`src/rtl/latch_seq_if.sv`:
```
// Control, raw-bit and word-output bundle of the latch TRNG sequencer.
// master drives RUN/DIV/BIT_IN; slave (the sequencer) drives the rest.
interface latch_seq_if;
  logic        RUN;
  logic [15:0] DIV;
  logic        BIT_IN;
  logic        LATCH_EN;
  logic        LATCH_RST;
  logic [31:0] DATA_OUT;
  logic        DATA_RE;
  logic        WARM;
  logic [4:0]  BITS;

  modport master (
    output RUN,
    output DIV,
    output BIT_IN,
    input  LATCH_EN,
    input  LATCH_RST,
    input  DATA_OUT,
    input  DATA_RE,
    input  WARM,
    input  BITS
  );

  modport slave (
    input  RUN,
    input  DIV,
    input  BIT_IN,
    output LATCH_EN,
    output LATCH_RST,
    output DATA_OUT,
    output DATA_RE,
    output WARM,
    output BITS
  );
endinterface

```
`src/rtl/latch_seq.sv`:
```
// Latch TRNG sequencer: warm-up, then reset/evaluate/sample loop,
// packing 32 raw bits per word with a one-cycle strobe.
module latch_seq #(
  parameter int unsigned WARM_CYC = 1024,
  parameter int unsigned CW       = 16
) (
  input logic       CLK,
  input logic       RST,
  latch_seq_if.slave bus
);

  typedef enum logic [1:0] {
    IDLE,
    WARMUP,
    PRST,
    EVAL
  } state_t;

  localparam logic [CW-1:0] WLAST = CW'(WARM_CYC - 1);
  localparam logic [CW-1:0] ONE   = CW'(1);

  state_t        state, state_n;
  logic [CW-1:0] wcnt, wcnt_n;
  logic [CW-1:0] ecnt, ecnt_n;
  logic [CW-1:0] div_d;
  logic [31:0]   sr, sr_n;
  logic [31:0]   shifted;
  logic [31:0]   dout_q, dout_n;
  logic [4:0]    bits_q, bits_n;
  logic          re_q, re_n;
  logic          en_q, lrst_q, warm_q;

  assign div_d   = (bus.DIV == '0) ? ONE : CW'(bus.DIV);
  assign shifted = {sr[30:0], bus.BIT_IN};

  assign bus.LATCH_EN  = en_q;
  assign bus.LATCH_RST = lrst_q;
  assign bus.DATA_OUT  = dout_q;
  assign bus.DATA_RE   = re_q;
  assign bus.WARM      = warm_q;
  assign bus.BITS      = bits_q;

  // Next state and datapath; a dropped RUN overrides everything else.
  always_comb begin
    state_n = state;
    wcnt_n  = wcnt;
    ecnt_n  = ecnt;
    sr_n    = sr;
    bits_n  = bits_q;
    dout_n  = dout_q;
    re_n    = 1'b0;
    unique case (state)
      IDLE: begin
        if (bus.RUN) begin
          if (WARM_CYC > 0) begin
            state_n = WARMUP;
            wcnt_n  = '0;
          end else begin
            state_n = PRST;
          end
        end
      end
      WARMUP: begin
        if (wcnt == WLAST) begin
          state_n = PRST;
        end else begin
          wcnt_n = wcnt + ONE;
        end
      end
      PRST: begin
        ecnt_n  = div_d;
        state_n = EVAL;
      end
      EVAL: begin
        if (ecnt == ONE) begin
          sr_n    = shifted;
          bits_n  = bits_q + 5'd1;
          state_n = PRST;
          if (bits_q == 5'd31) begin
            dout_n = shifted;
            re_n   = 1'b1;
          end
        end else begin
          ecnt_n = ecnt - ONE;
        end
      end
      default: state_n = IDLE;
    endcase
    if (state != IDLE && !bus.RUN) begin
      state_n = IDLE;
      sr_n    = '0;
      bits_n  = '0;
      dout_n  = dout_q;
      re_n    = 1'b0;
    end
  end

  // State, counters and registered outputs.
  always_ff @(posedge CLK or posedge RST) begin
    if (RST) begin
      state  <= IDLE;
      wcnt   <= '0;
      ecnt   <= '0;
      sr     <= '0;
      bits_q <= '0;
      dout_q <= '0;
      re_q   <= 1'b0;
      en_q   <= 1'b0;
      lrst_q <= 1'b0;
      warm_q <= 1'b0;
    end else begin
      state  <= state_n;
      wcnt   <= wcnt_n;
      ecnt   <= ecnt_n;
      sr     <= sr_n;
      bits_q <= bits_n;
      dout_q <= dout_n;
      re_q   <= re_n;
      en_q   <= (state_n != IDLE);
      lrst_q <= (state_n == PRST);
      warm_q <= (state_n == WARMUP);
    end
  end

endmodule

```
`src/flat_wrapper.sv`:
```
// flat-port wrapper written by rule: the top's interface ports become plain ports
module latch_seq_flat 
#(
  parameter int unsigned WARM_CYC = 1024,
  parameter int unsigned CW       = 16
)
  (CLK, RST, bus_RUN, bus_DIV, bus_BIT_IN, bus_LATCH_EN, bus_LATCH_RST, bus_DATA_OUT, bus_DATA_RE, bus_WARM, bus_BITS);
  latch_seq_if bus_i ();
  input logic CLK;
  input logic RST;
  input wire logic [$bits(bus_i.RUN)-1:0] bus_RUN;
  input wire logic [$bits(bus_i.DIV)-1:0] bus_DIV;
  input wire logic [$bits(bus_i.BIT_IN)-1:0] bus_BIT_IN;
  output wire logic [$bits(bus_i.LATCH_EN)-1:0] bus_LATCH_EN;
  output wire logic [$bits(bus_i.LATCH_RST)-1:0] bus_LATCH_RST;
  output wire logic [$bits(bus_i.DATA_OUT)-1:0] bus_DATA_OUT;
  output wire logic [$bits(bus_i.DATA_RE)-1:0] bus_DATA_RE;
  output wire logic [$bits(bus_i.WARM)-1:0] bus_WARM;
  output wire logic [$bits(bus_i.BITS)-1:0] bus_BITS;
  assign bus_i.RUN = bus_RUN;
  assign bus_i.DIV = bus_DIV;
  assign bus_i.BIT_IN = bus_BIT_IN;
  assign bus_LATCH_EN = bus_i.LATCH_EN;
  assign bus_LATCH_RST = bus_i.LATCH_RST;
  assign bus_DATA_OUT = bus_i.DATA_OUT;
  assign bus_DATA_RE = bus_i.DATA_RE;
  assign bus_WARM = bus_i.WARM;
  assign bus_BITS = bus_i.BITS;
  latch_seq #(.WARM_CYC(WARM_CYC), .CW(CW)) u_core (.CLK(CLK), .RST(RST), .bus(bus_i));
endmodule
```
`config.mk`:
```
export PLATFORM = sky130hd
export DESIGN_NAME = latch_seq_flat
export DESIGN_NICKNAME = d
export VERILOG_FILES = /design/src/rtl/latch_seq_if.sv /design/src/rtl/latch_seq.sv /design/src/flat_wrapper.sv
export SDC_FILE = /design/constraint.sdc
export NUM_CORES = 1
export LEC_CHECK = 0
export CELL_PAD_IN_SITES_DETAIL_PLACEMENT = 1
export CELL_PAD_IN_SITES_GLOBAL_PLACEMENT = 2
export CORE_ASPECT_RATIO = 1.5
export CORE_MARGIN = 2
export CORE_UTILIZATION = 37
export DETAILED_ROUTE_END_ITERATION = 12
export PLACE_DENSITY_LB_ADDON = 0.1
export RECOVER_POWER = 50
export SKIP_LAST_GASP = 1
export SLEW_MARGIN = 5
export SYNTH_ARGS = -nofsm -noshare
export SYNTH_HDL_FRONTEND = slang
export SYNTH_SLANG_ARGS = --single-unit
```
`constraint.sdc`:
```
create_clock -name CLK -period 4.8 [get_ports CLK]
set_clock_uncertainty 0.2 [all_clocks]
set_input_delay 0.96 -clock CLK [delete_from_list [all_inputs] [get_ports CLK]]
set_output_delay 0.96 -clock CLK [all_outputs]
set_load 0.01 [all_outputs]
```
==> summary.md <==
| Metric | Value |
|---|---|
| Share of layout cells above drive strength 1 | 12.8% |
| Fmax | ~0.29 GHz |
| Max H-tree Level | 3 |
| First-pass GRT wire length | 23000 um |
| Crit path required time | approximately 4.5 ns |
| Area contributors post-synth | dfrtp_1 (51%), mux2_4 (8.6%), o21ai_0 (4.3%) |
| Post-Syn Nets | 519 |
| Count of flip-flops with a built-in enable after synthesis | 0 |
| Flop2flop setup slack | between 1.5 and 2 ns |
| Later-pin clock latency in the skew report | 0.35 ns |
| Delay of the slowest critical-path stage | 1.77 ns |
| Final Hold Fails | 0 |
| Setup violators final | 0 |
| Initial Utilization | about 38% |
| Die width | about 100 um |
| Setup WS post-layout | between 1 and 1.5 ns |
| Period utilization | ~70% |
| Cell area after synthesis | between 5000 and 6000 sq um |
| Number of port buffers | 60 |
| Post-synthesis sequential area ratio | 50.6% |
| Worst setup SP type | input port |
| Setup WS pre-CTS | 1.32 ns |
| Gr usage total | about a fifth |
| Final hold slack | between 0.3 and 0.4 ns |
| Ys flop type | dfrtp_1 |
| Max_slew headroom | -67.9% |
| CTS Buffer Depth | 2 |
| Crit end category | asynchronous set/reset pin |
| Initial antenna violation count | 0 |
| Largest net degree at the start of global routing | 67 |
| Ys Warns | 0 |
| Buf/Inv on CP | 2 |
| Worst path slowest cell | inv_1 |
| Max-slew violations | 67 |
| Worst vdd ir | around 0.00014 V |
| Outcome | finished, violations left |
| Filler Cell Count | 1522 |
| Post-Synthesis Cells | just under 500 |
| Post-CTS setup buffers | 0 |
| GPL Wtd Cong | 0.834 |
| Worst-margin pin slew | about 2.5 ns |
| Fin nets | 560 |
| CTS Hold Bufs | 0 |
| Remaining DRCs | 0 |
| Post-CTS Resized | 0 |
| CTS tree | built |
| Yosys reg bits | around 110 |
| Remaining antenna violation count | 0 |
| TritonRoute pass-1 iters | 4 |
| Average size of a mapped cell | about 11 sq um |
| Failing checks | capacitance limit, slew limit |
| CP arrival | approximately 3.2 ns |
| DIE HEIGHT | 150 um |
| Root Driver | clkbuf_16 |
| Lkg Pwr | around 2.6 nW |
| PwrDens | ~300 nW/um^2 |
| Worst Hold Class | reg2reg |
| Crit-path leading delay family | buffers and inverters |
| Cts bufs inserted | 9 |
| Clk slew on worst S/H paths | 0.07 ns |
| Top cell type's share of synthesized area | 50.6% |
| RSZ-0062 raised after global routing | false |
| GRT overflow | 0 |
| First DRT Iteration DRCs | 103 |
| Yosys top cell by area | dfrtp_1 |
| Max FO, Critical Path | 66 |
| Ant. Diodes | 0 |
| Routed WL per cell | about 19 um |
| DR vias/cell | 5.86 |
| Multi-input gate area | 2380 sq um |
| Max Cap Viol | 1 |
| I/O pin cnt | 61 |
| Clk sinks | approximately 110 |
| HPWL Detailed | roughly 9600 um |
| Crit-path cells | clkdlybuf4s50_1, inv_1 |
| Core area | about 14000 sq um |
| Final min period | ~3.4 ns |
| Post-synth ARST share | 100% |
| Area grow syn2layout | 19.3% |
| Routed Wire Length | ~14000 um |
| Die ar. | 15100 sq um |
| Vias | a little over 4000 |
| Vias in the first global route | ~4300 |
| WS Path Type | in2async |
| Overall power | around 1.9 mW |
| Std-Cell Rows | 53 |
| Setup TNS | 0 ns |
| Sequential standard cell area | between 2000 and 3000 sq um |
| Netlist cell types | 56 |
==> power breakdown <==
part / switching [mW] / leakage (nW) / internal [mW]
combinational: 0.0814 / 1.03 / 0.0574
sequential: 0.0394 / 1.44 / 0.918
clock: 0.349 / 0.155 / 0.426
==> layer usage <==
layer	part of all wire (%)	wire length, um	global-route usage, %
met1	44	6100	24.5
met2	52	7100	33.4
met3	2.3	312	2.85
met4	1.6	217	5.95
met5	0	0	0
==> layout make-up <==
cell class,count,share of cell area (%)
inverters,7,0.421
repair buffers,69,10.7
well taps,165,3.31
multi-input cells,342,38.1
clock buffers,10,3.83
flip-flops and latches,106,42.5
clock inverters,6,1.16
==> through the flow <==
step | util (%) | area, sq um | std cells
6_report | 44.9 | 6250 | 705
5_1_grt | 44.9 | 6250 | 705
4_1_cts | 44.9 | 6250 | 705
3_5_place_dp | 42.6 | 5940 | 689
3_3_place_gp | 42.6 | 5940 | 689
2_1_floorplan | - | 5240 | 494
==> registers in the layout (all words and copies together) (netlist names) <==
signal	count
u_core.bus.DATA_OUT	32
u_core.sr	31
u_core.wcnt	16
u_core.bus.LATCH_RST	1
u_core.bus.LATCH_EN	1
u_core.ecnt	16
u_core.state	2
u_core.bus.BITS	5
u_core.bus.WARM	1
u_core.bus.DATA_RE	1
==> synthesized netlist by cell type, types with 7 or more instances <==
| library cell | count |
|---|---|
| mux2_4 | 30 |
| inv_1 | 7 |
| nand3_1 | 41 |
| nor4_1 | 12 |
| clkbuf_1 | 29 |
| o21ai_0 | 45 |
| dfrtp_1 | 106 |
| nor2_1 | 22 |
| nand4_1 | 10 |
| nor3_1 | 10 |
| nand2_1 | 24 |
| a21oi_1 | 42 |
| mux2i_1 | 10 |
==> path summary, 6_finish.rpt <==
path	startpoint	end	cells after the start
min in group asynchronous	RST	u_core.wcnt[13]	2
worst max-delay path	RST	u_core.sr[30]	2
worst min register to register	u_core.bus.DATA_OUT[4]	u_core.bus.DATA_OUT[4]	1
max in group CLK	bus_RUN	u_core.bus.DATA_OUT[31]	5
worst min-delay path	u_core.bus.DATA_OUT[4]	u_core.bus.DATA_OUT[4]	1
worst max register to register	u_core.state[1]	u_core.bus.DATA_OUT[31]	6
==> cells by family (layout without fill, tap and decap cells) <==
kind of cell | after synthesis | in the layout | synth area share [%]
simple gates | 160 | 160 | 17.3
compound gates | 134 | 134 | 15.8
flops | 106 | 106 | 50.6
mux | 43 | 43 | 11.2
fa+ha+maj | 5 | 5 | 1.19
buf+inv | 46 | 92 | 3.94
==> cell usage in the layout, fill, tap and decap left out, types with 3 or more instances in the layout <==
cell / count
a211oi_1: 3
a21oi_1: 42
a31oi_1: 5
and2_1: 4
and3_1: 5
and4_1: 6
buf_4: 9
clkbuf_16: 9
clkdlybuf4s50_1: 45
dfrtp_1: 106
dlygate4sd3_1: 15
ha_1: 5
inv_1: 7
mux2_2: 3
mux2_4: 30
mux2i_1: 10
nand2_1: 24
nand3_1: 41
nand4_1: 10
nor2_1: 21
nor3_1: 10
nor4_1: 12
o211ai_1: 5
o21ai_0: 45
o2bb2ai_1: 5
o31ai_1: 3
o32a_1: 4
or3_1: 6
or4_1: 4
(Power assumes the default switching activity.)
